$ cat config.mk
export PLATFORM = sky130hd
export DESIGN_NAME = fetch_unit
export DESIGN_NICKNAME = d
export VERILOG_FILES = /design/src/rtl/fetch_unit.sv
export SDC_FILE = /design/constraint.sdc
export NUM_CORES = 1
export LEC_CHECK = 0
export BUFFER_PORTS_ARGS = -buffer_cell sky130_fd_sc_hd__buf_2
export CORE_ASPECT_RATIO = 1.2
export CORE_UTILIZATION = 43
export CTS_CLUSTER_DIAMETER = 200
export CTS_CLUSTER_SIZE = 24
export DETAILED_ROUTE_END_ITERATION = 6
export GPL_TIMING_DRIVEN = 0
export MAX_ROUTING_LAYER = met4
export PLACE_DENSITY = 0.78
export SYNTH_ARGS = -nofsm -noshare
export SYNTH_HDL_FRONTEND = slang
export SYNTH_SLANG_ARGS = --single-unit
$ cat constraint.sdc
create_clock -name clock -period 2.05 [get_ports clock]
set_input_delay 0.41 -clock clock [delete_from_list [all_inputs] [get_ports clock]]
set_output_delay 0.41 -clock clock [all_outputs]
set_load 0.02 [all_outputs]
$ cat src/rtl/fetch_unit.sv
// Instruction fetch unit: one-outstanding-request fetch FSM with sequential,
// branch, JAL and JALR redirection and a sticky misaligned-target fault.
module fetch_unit #(
  parameter logic [31:0] RESET_PC = 32'h0000_0000
) (
  input  logic        clock,
  input  logic        reset,
  input  logic        start,
  input  logic        stall,
  input  logic [1:0]  next_PC_select,
  input  logic        branch,
  input  logic [31:0] branch_target,
  input  logic [31:0] JAL_target,
  input  logic [31:0] JALR_target,
  output logic        imem_req,
  output logic [31:0] imem_addr,
  input  logic        imem_ready,
  input  logic        imem_rvalid,
  input  logic [31:0] imem_rdata,
  output logic        inst_valid,
  output logic [31:0] inst,
  output logic [31:0] inst_PC,
  output logic        misaligned
);

  typedef enum logic [2:0] {IDLE, REQ, WAIT, HOLD, FAULT} state_t;

  state_t      state, state_next;
  logic [31:0] pc, pc_next;
  logic [31:0] seq_pc;
  logic [31:0] target;
  logic        redirect;

  assign seq_pc = pc + 32'd4;

  // Candidate next PC; only acted on in HOLD with stall low
  always_comb begin
    target   = seq_pc;
    redirect = 1'b0;
    unique case (next_PC_select)
      2'b00: ;
      2'b01: if (branch) begin
        target   = branch_target;
        redirect = 1'b1;
      end
      2'b10: begin
        target   = JAL_target;
        redirect = 1'b1;
      end
      2'b11: begin
        target   = {JALR_target[31:1], 1'b0};
        redirect = 1'b1;
      end
      default: ;
    endcase
  end

  always_comb begin
    state_next = state;
    pc_next    = pc;
    unique case (state)
      IDLE: if (start) state_next = REQ;
      REQ:  if (imem_ready) state_next = WAIT;
      WAIT: if (imem_rvalid) state_next = HOLD;
      HOLD: if (!stall) begin
        if (redirect && (target[1:0] != 2'b00)) begin
          state_next = FAULT;
        end else begin
          pc_next    = target;
          state_next = REQ;
        end
      end
      FAULT: state_next = FAULT;
      default: state_next = IDLE;
    endcase
  end

  always_ff @(posedge clock) begin
    if (reset) begin
      state      <= IDLE;
      pc         <= RESET_PC;
      inst       <= '0;
      inst_PC    <= '0;
      misaligned <= 1'b0;
    end else begin
      state <= state_next;
      pc    <= pc_next;
      if (state == WAIT && imem_rvalid) begin
        inst    <= imem_rdata;
        inst_PC <= pc;
      end
      if (state_next == FAULT) misaligned <= 1'b1;
    end
  end

  assign imem_req   = (state == REQ);
  assign imem_addr  = pc;
  assign inst_valid = (state == HOLD);

endmodule

==> flow_summary_export.csv, run 1 <==
group,metric,value,unit
routing,drtIter0Drc,592,
routing,vias_per_cell,5.57,
sta,slew_headroom,52.6,%
setup_path,arrival,2.29,ns
setup_path,cp.required,2.27,ns
die,placementRows,44,
min_path,min_from,"imem_rdata[5]",
synthesis,yosysTopAreaCell,"dfxtp_1",
routing,drt_pass1_iterations,6,
placed_design,gp_congestion,0.980,
setup_path,cp-start-kind,"primary input",
grt,grt_pass1_vias,5463,
min_path,min_to,"inst[5]",
synthesis,synth_cell_types,62,
sta,setup_viol,1,
die,fp.dieW,103,um
clock_tree,clock_latency,0.35,ns
pwr,power_density,591,nW/um^2
sta,whs,0.301,ns
grt,grt_max_degree,18,
synthesis,ys_dominant_reg_cell,"dfxtp_1",
synthesis,synth-seq-area-share,37.9,%
synthesis,synth_seq_cells,100,
setup_path,rr_endpoint,"imem_addr[17]",
synthesis,ys_warn_count,0,
placed_design,port_buffers,233,
synthesis,syn_area_per_cell,7.33,sq um
sta,rsz0062_at_grt,"true",
placed_design,dp_cells,1115,
routing,drc,0,
clock_tree,cts_buffers,9,
die,die_area,12700,sq um
setup_path,r2r_start,"imem_addr[7]",
clock_tree,cts.sinks,100,
die,die_y,123,um
synthesis,yosys-top-cells-area,"dfxtp_1, nand2_1, a21oi_1",
synthesis,synth_compound_area_share,23.3,%
synthesis,ys_async_sr_fraction,0,%
min_path,hp-class,"primary input to flop",
die,pin_count,236,
finish,multi_input_area,3160,sq um
routing,routedWlPerCell,17.0,um
run,cap_violations,0,
synthesis,synth-edff-count,0,
grt,grt_overflow,0,
routing,antenna_left,0,
setup_path,crit_path_end_kind,"flop",
sta,finalHoldViolCount,0,
setup_path,reg2reg_depth,7,
placed_design,dp_hpwl,14200,um
setup_path,reg2reg_slack,0.02,ns
placed_design,post_dp_cell_area,6660,sq um
synthesis,synthCells,721,
sta,slew_violations,0,
synthesis,netlist_area,5290,sq um
sta,finalCriticalPeriod,2.07,ns
finish,final_nets,1110,
finish,regArea,2030,sq um
synthesis,yosys.area_share.simple,27.7,%
synthesis,synth_nets,859,
sta,tightestPinTransition,0.711,ns
pwr,peakVddDrop,0.397,mV
grt,antenna_found_initial,2,
grt,grt_usage,30.0,%
finish,fillers,1159,
clock_tree,ctsLongestPathBuffers,2,
pwr,p_leak,3.12,nW
outcome,violations,"setup timing",
setup_path,worstSetupPathType,"primary input to flop",
clock_tree,htree_levels,3,
synthesis,synthMuxAreaShare,5.82,%
synthesis,synth-adder-area-share,0.237,%
synthesis,synth_top_family_by_area,"simple AND/OR/NAND/NOR gates",
outcome,status,"complete, but fails checks",
finish,final_cell_area,7240,sq um
grt,grt_pass1_wl,28000,um
synthesis,synth_xor_area_share,0.166,%
clock_tree,cts.clk_slew.worst_paths,0.07,ns
setup_path,crit_fanout,10,
clock_tree,cts_root_buf,"clkbuf_16",
min_path,min_path_cells,3,
die,core,12100,sq um
routing,num_vias,6348,
sta,fin_skew,0.0107,ns
sta,max_freq,484,MHz
sta,timing.final.ws_setup,-0.0175,ns
sta,post-route-period-util,101,%
finish,drive_above_1_share,35.1,%
synthesis,synth_top_area_share,37.9,%
finish,area_delta_synth_final,37.0,%
finish,stdcell_count,1140,
routing,routed_wl,19400,um
die,initial_utilization,43.8,%
clock_tree,cts_tree,"built",
==> through the flow <==
| step | utilization, % | setup WS (ns) | power, mW | TNS [ns] |
|---|---|---|---|---|
| after detailed placement | 55.2 | -0.691 | 2.61 | -19.51 |
| after CTS | 58.4 | -0.000816 | 4.28 | -0.000816 |
| after global routing | 60.1 | -0.0279 | 4.45 | -0.0339 |
| after global placement | 55.2 | -0.651 | 2.60 | -16.75 |
| final | 60.1 | -0.0175 | 4.28 | -0.0175 |
| after floorplan | - | 0.0115 | 2.35 | 0 |
==> worst max-delay path by stage <==
stage / from / to / slack [ns] / depth (start not counted)
after global routing: imem_addr[7] / imem_addr[17] / -0.03 / 7
after global placement: branch / imem_addr[14] / -0.65 / 8
after detailed placement: branch / imem_addr[14] / -0.69 / 8
after CTS: imem_addr[12] / imem_addr[25] / -0.0008 / 8
final: next_PC_select[1] / imem_addr[17] / -0.02 / 8
after floorplan: imem_addr[13] / imem_addr[31] / 0.01 / 7
==> placed cells by master (no fill, tap or decap), types with 14 or more instances in the layout <==
cell type    n
buf_2      241
nand2_1    183
a21oi_1    111
dfxtp_1     84
nor2_1      40
mux2i_1     24
o21ai_0     24
nor3_1      21
clkbuf_1    20
buf_4       16
a211oi_1    14
==> Yosys cell counts, types with 3 or more instances <==
library cell	instances
nand2_1	184
a22oi_1	4
a31oi_1	10
a21oi_1	111
nor3_1	23
clkbuf_1	38
nand3_1	14
or3_1	3
nand2b_1	5
a211o_1	3
nand4_1	4
o21a_1	3
a31o_2	4
or2_2	3
mux2_2	4
and2_1	3
a221oi_1	4
a211oi_1	14
a311oi_1	4
buf_2	14
nor2_1	44
dfxtp_1	100
and3_1	8
mux2i_1	24
inv_1	7
nor2b_1	6
nor4_1	7
buf_1	4
nor3_2	3
o21ai_0	24
==> layout make-up <==
class	count	area share [%]
Clock inverter	5	0.605
Buffer	54	3.73
Tap cell	161	2.78
Antenna cell	2	0.0691
Sequential cell	100	28.0
Inverter	7	0.363
Clock buffer	11	3.49
Timing Repair Buffer	243	17.3
Multi-Input combinational cell	557	43.6
==> power breakdown <==
group	internal, mW	switching, mW
Clock	0.906	0.779
Combinational	0.252	0.366
Sequential	1.96	0.0188
Total	3.12	1.16
==> flip-flops by register name (all words and copies together) (netlist names) <==
| signal | count |
|---|---|
| imem_addr | 32 |
| inst_PC | 32 |
| inst | 32 |
| state | 3 |
| misaligned | 1 |
==> kinds of logic after synthesis <==
logic type	after synthesis
and+or+nand+nor	322
AOI/OAI and AO/OA	204
DFF	100
buffers and inverters	64
muxes	29
xor gates and xnor gates	1
adders and majority gates	1
==> worst max-delay path, cell delays in order <==
cell      delay (ns)
buf_2           0.10
buf_2           0.25
inv_1           0.12
clkbuf_2        0.26
clkbuf_2        0.32
a31oi_2         0.29
o21ai_0         0.18
a221oi_1        0.35
==> what timing repair did <==
item,CTS,global route
buffers inserted,3,7
resized for setup,30,52
hold buffers,0,0
pin swaps,1,5
setup endpoints to repair,89,89
==> per-layer routing <==
layer  up-vias  share of wire (%)  track usage (%)  wire length, um
li1       3054                  -                -                -
met1      2847                 39             34.7             7630
met2       376                 49             51.1             9450
met3        71                8.9             6.67             1730
met4         0                3.1             10.1              607
met5         -                  0                -                0
Note: power is estimated with default switching activity, not from simulation.
==> run 2: changes to the inputs <==
--- a/config.mk
+++ b/config.mk
@@ -5,6 +5,7 @@
 export SDC_FILE = /design/constraint.sdc
 export NUM_CORES = 1
 export LEC_CHECK = 0
+export ABC_CLOCK_PERIOD_IN_PS = 2050
 export BUFFER_PORTS_ARGS = -buffer_cell sky130_fd_sc_hd__buf_2
 export CORE_ASPECT_RATIO = 1.2
 export CORE_UTILIZATION = 43
@@ -14,6 +15,7 @@
 export GPL_TIMING_DRIVEN = 0
 export MAX_ROUTING_LAYER = met4
 export PLACE_DENSITY = 0.78
+export RECOVER_POWER = 50
 export SYNTH_ARGS = -nofsm -noshare
 export SYNTH_HDL_FRONTEND = slang
 export SYNTH_SLANG_ARGS = --single-unit
==> flow_summary_export.csv, run 2 (synthesis results as in run 1) <==
group,metric,value,unit
finish,final_cell_area,7130,sq um
clock_tree,cts_root_buf,"clkbuf_16",
finish,multi_input_area,3160,sq um
placed_design,post_dp_cell_area,6660,sq um
min_path,hp-class,"primary input to flop",
pwr,combinationalPowerShare,14.3,%
pwr,switching_share,27.3,%
sta,timing.final.ws_setup,-0.0262,ns
die,pin_count,236,
finish,layout_commonest_cell,"nand2_1",
finish,mostFrequentLayoutCells,"nand2_1, buf_2, a21oi_1",
finish,drive_above_1_share,25.9,%
die,initial_utilization,43.8,%
run,cap_violations,0,
sta,slew_headroom,50.7,%
routing,drt_pass1_iterations,6,
setup_path,crit_fanout,10,
pwr,p_leak,2.72,nW
routing,drtIter0Drc,535,
clock_tree,cts.sinks,100,
finish,final_nets,1110,
placed_design,dp_hpwl,14200,um
routing,routedWlPerCell,17.0,um
sta,rsz0062_at_grt,"true",
die,placementRows,44,
die,fp.dieW,103,um
grt,grt_overflow,0,
grt,antenna_found_initial,2,
sta,whs,0.299,ns
die,core,12100,sq um
setup_path,cp.required,2.28,ns
die,die_y,123,um
sta,finalCriticalPeriod,2.08,ns
sta,slew_violations,0,
routing,routed_wl,19400,um
sta,finalHoldViolCount,0,
clock_tree,cts.clk_slew.worst_paths,0.07,ns
sta,setup_viol,1,
routing,drc,0,
placed_design,gp_congestion,0.980,
pwr,p_switching,1.17,mW
pwr,power_density,600,nW/um^2
setup_path,arrival,2.30,ns
routing,antenna_left,0,
sta,max_freq,482,MHz
setup_path,crit_path_end_kind,"flop",
routing,vias_per_cell,5.57,
sta,fin_skew,0.00993,ns
outcome,status,"complete, but fails checks",
pwr,sequentialPowerShare,46.2,%
placed_design,dp_cells,1115,
grt,grt_pass1_vias,5463,
placed_design,pre_cts_ws,-0.691,ns
finish,area_delta_synth_final,34.8,%
clock_tree,ctsLongestPathBuffers,2,
setup_path,worstSetupPathType,"primary input to flop",
pwr,clkPwrFrac,39.5,%
clock_tree,htree_levels,3,
setup_path,cp-start-kind,"primary input",
sta,post-route-period-util,101,%
clock_tree,cts_buffers,9,
pwr,p_int,3.11,mW
grt,grt_max_degree,18,
finish,stdcell_count,1140,
grt,grt_usage,30.0,%
routing,num_vias,6351,
finish,fillers,1188,
clock_tree,ctsHoldBuffers,0,
sta,tightestPinTransition,0.739,ns
outcome,violations,"setup timing",
placed_design,port_buffers,233,
clock_tree,cts_tree,"built",
clock_tree,clock_latency,0.35,ns
finish,regArea,2030,sq um
pwr,peakVddDrop,0.396,mV
die,die_area,12700,sq um
grt,grt_pass1_wl,28000,um
## run 2: layer usage
layer  routed length [um]  vias up  GRT usage (%)
met5                    0        -              -
met4                  580        0           10.1
met3                 1910       61           6.67
met2                 9440      372           51.1
met1                 7480     2852           34.7
li1                     -     3066              -
## run 2: cell type report
class                           instances  area share [%]
Clock inverter                          5           0.614
Sequential cell                       100            28.5
Buffer                                 54            3.79
Timing Repair Buffer                  243            16.0
Multi-Input combinational cell        557            44.3
Clock buffer                           11            3.55
Tap cell                              161            2.83
Inverter                                7           0.369
Antenna cell                            2          0.0702
## run 2: power groups by stage
| stage | sequential [mW] | combinational [mW] | clock (mW) |
|---|---|---|---|
| global route | 1.98 | 0.662 | 1.80 |
| detailed placement | 2.02 | 0.587 | 0 |
| floorplan | 2.04 | 0.306 | 0 |
| global placement | 2.02 | 0.582 | 0 |
| CTS | 1.98 | 0.591 | 1.70 |
| finish | 1.98 | 0.612 | 1.69 |
## run 2: worst max-delay path, stage by stage
cell and delay (ns):
buf_2 0.10, buf_2 0.24, inv_1 0.12, clkbuf_2 0.26, clkbuf_2 0.32, a31oi_2 0.31
o21ai_0 0.19, a221oi_1 0.34
## run 2: stage by stage
| stage | util (%) | power [mW] | setup TNS (ns) |
|---|---|---|---|
| final | 59.1 | 4.28 | -0.0262 |
| after global routing | 59.1 | 4.45 | -0.0378 |
| after CTS | 58.4 | 4.28 | -0.000816 |
| after detailed placement | 55.2 | 2.61 | -19.51 |
| after global placement | 55.2 | 2.60 | -16.75 |
| after floorplan | - | 2.35 | 0 |
## run 2: path summary, 6_finish.rpt
path,startpoint,to,slack (ns),cells after the start
max,next_PC_select[1],imem_addr[17],-0.03,8
min,imem_rdata[5],inst[5],0.30,3
max reg2reg,imem_addr[7],imem_addr[17],0.02,7
min reg2reg,inst[26],inst[26],0.45,2
## run 2: what timing repair did
item	CTS	global route
gates resized for setup	30	52
endpoints found under the setup margin	89	89
pin swaps	1	5
hold endpoints to repair	0	0
setup buffers	3	7
gates cloned	0	0
==> run 3: changes to the inputs <==
--- a/config.mk
+++ b/config.mk
@@ -8,13 +8,14 @@
 export ABC_CLOCK_PERIOD_IN_PS = 2050
 export BUFFER_PORTS_ARGS = -buffer_cell sky130_fd_sc_hd__buf_2
 export CORE_ASPECT_RATIO = 1.2
-export CORE_UTILIZATION = 43
+export CORE_UTILIZATION = 44
+export CTS_BUF_LIST = sky130_fd_sc_hd__clkbuf_4
 export CTS_CLUSTER_DIAMETER = 200
 export CTS_CLUSTER_SIZE = 24
 export DETAILED_ROUTE_END_ITERATION = 6
 export GPL_TIMING_DRIVEN = 0
 export MAX_ROUTING_LAYER = met4
-export PLACE_DENSITY = 0.78
+export PLACE_DENSITY = 0.79
 export RECOVER_POWER = 50
 export SYNTH_ARGS = -nofsm -noshare
 export SYNTH_HDL_FRONTEND = slang
==> flow_summary_export.csv, run 3 (synthesis results as in run 1) <==
group,metric,value,unit
die,die_area,12500,sq um
grt,grt_pass1_wl,28700,um
sta,tightestPinTransition,0.723,ns
placed_design,post_dp_cell_area,6650,sq um
finish,layout_commonest_cell,"buf_2",
outcome,violations,"setup timing",
setup_path,worstSetupPathType,"flop to flop",
routing,vias_per_cell,5.66,
sta,timing.final.ws_setup,-0.00363,ns
setup_path,slowest_delay,0.53,ns
pwr,p_int,2.69,mW
routing,drtIter0Drc,710,
finish,mostFrequentLayoutCells,"buf_2, nand2_1, a21oi_1",
grt,grt_max_degree,17,
pwr,clkPwrFrac,31.1,%
routing,routed_wl,19400,um
routing,antenna_left,0,
setup_path,rr_endpoint,"imem_addr[31]",
clock_tree,cts_buffers,9,
setup_path,reg2reg_slack,-0.004,ns
finish,final_cell_area,7030,sq um
die,pin_count,236,
sta,fin_skew,0.0150,ns
clock_tree,clock_latency,0.46,ns
min_path,min_to,"inst[28]",
sta,rsz0062_at_grt,"true",
pwr,p_switching,1.05,mW
finish,stdcell_count,1131,
pwr,sequentialPowerShare,52.7,%
min_path,hp-class,"primary input to flop",
die,placementRows,43,
die,initial_utilization,45.5,%
sta,finalHoldViolCount,0,
min_path,min_from,"imem_rdata[28]",
outcome,status,"complete, but fails checks",
sta,post-route-period-util,100,%
placed_design,gp_congestion,1.00,
setup_path,arrival,2.44,ns
setup_path,r2r_start,"imem_addr[16]",
clock_tree,ctsHoldBuffers,0,
placed_design,dp_cells,1111,
clock_tree,cts.clk_slew.worst_paths,0.16,ns
grt,grt_usage,30.9,%
grt,antenna_found_initial,1,
sta,max_freq,487,MHz
pwr,p_leak,2.95,nW
min_path,min_path_cells,3,
routing,drc,0,
setup_path,cp-start-kind,"flop",
finish,area_delta_synth_final,32.9,%
placed_design,dp_hpwl,14200,um
setup_path,path_cells,"nand4_1 -> or4b_4 -> buf_6 -> nor4b_4 -> o21a_1 -> o22ai_1 -> a221oi_2",
grt,grt_pass1_vias,5854,
routing,routedWlPerCell,17.1,um
sta,finalCriticalPeriod,2.05,ns
setup_path,crit_path_end_kind,"flop",
die,core,11600,sq um
placed_design,port_buffers,233,
setup_path,cp.required,2.43,ns
clock_tree,cts_tree,"built",
placed_design,pre_cts_ws,-0.754,ns
grt,grt_overflow,0,
clock_tree,ctsLongestPathBuffers,2,
finish,drive_above_1_share,33.0,%
run,cap_violations,0,
setup_path,reg2reg_depth,7,
clock_tree,cts.sinks,100,
setup_path,crit_slowest_cell,"or4b_4",
finish,final_nets,1106,
setup_path,crit_fanout,6,
routing,drt_pass1_iterations,6,
die,die_y,122,um
pwr,peakVddDrop,0.287,mV
clock_tree,htree_levels,3,
sta,setup_viol,1,
pwr,power_density,533,nW/um^2
clock_tree,cts_root_buf,"clkbuf_4",
pwr,switching_share,28.2,%
sta,slew_violations,0,
routing,num_vias,6399,
sta,tns,-0.00363,ns
die,fp.dieW,102,um
sta,slew_headroom,51.8,%
pwr,combinationalPowerShare,16.1,%
[run 3: power by group through the flow]
stage | Clock (mW) | Combinational [mW] | Sequential [mW]
after CTS | 1.20 | 0.592 | 1.98
after detailed placement | 0 | 0.588 | 2.02
after global routing | 1.28 | 0.650 | 1.98
after global placement | 0 | 0.582 | 2.02
after floorplan | 0 | 0.306 | 2.04
final | 1.17 | 0.603 | 1.98
[run 3: layout make-up]
cell class              instances  area (sq um)
well taps                     157           196
inverters                       7          26.3
flip-flops and latches        100          2050
clock inverters                 7          90.1
fillers                      1161          4590
repair buffers                239          1190
plain buffers                  54           264
multi-input cells             557          3140
diodes                          1          2.50
clock buffers                   9          67.6
[run 3: metal layers]
| layer | share of wire (%) | global-route usage [%] |
|---|---|---|
| met3 | 9.9 | 5.79 |
| met5 | 0 | - |
| met1 | 39 | 35.4 |
| met2 | 48 | 52.8 |
| met4 | 3.0 | 12.1 |
[run 3: how the worst max path moves through the flow]
stage,slack (ns),startpoint,endpoint
final,-0.004,imem_addr[16],imem_addr[31]
after floorplan,0.01,imem_addr[13],imem_addr[31]
after global routing,-0.03,imem_addr[7],imem_addr[15]
after detailed placement,-0.75,branch,imem_addr[22]
after CTS,-0.02,imem_addr[12],imem_addr[31]
after global placement,-0.73,branch,imem_addr[22]
[run 3: what timing repair did]
item	in CTS	in global routing
resized for setup	29	55
setup endpoints to repair	78	90
buffers inserted	3	3
pin swaps	0	5
[run 3: through the flow]
stage	utilization [%]	power (mW)	hold WS, ns
floorplan	-	2.35	0.511
global placement	57.2	2.60	0.431
detailed placement	57.2	2.61	0.444
CTS	59.5	3.77	0.133
global route	60.5	3.91	0.128
finish	60.5	3.75	0.160
[run 3: worst max-delay path: cells and delay by family (launching register included)]
family	cells	cell delay (ns)
and+or+nand+nor	3	0.94
AOI/OAI and AO/OA	3	0.45
DFF	1	0.42
buffers and inverters	1	0.16
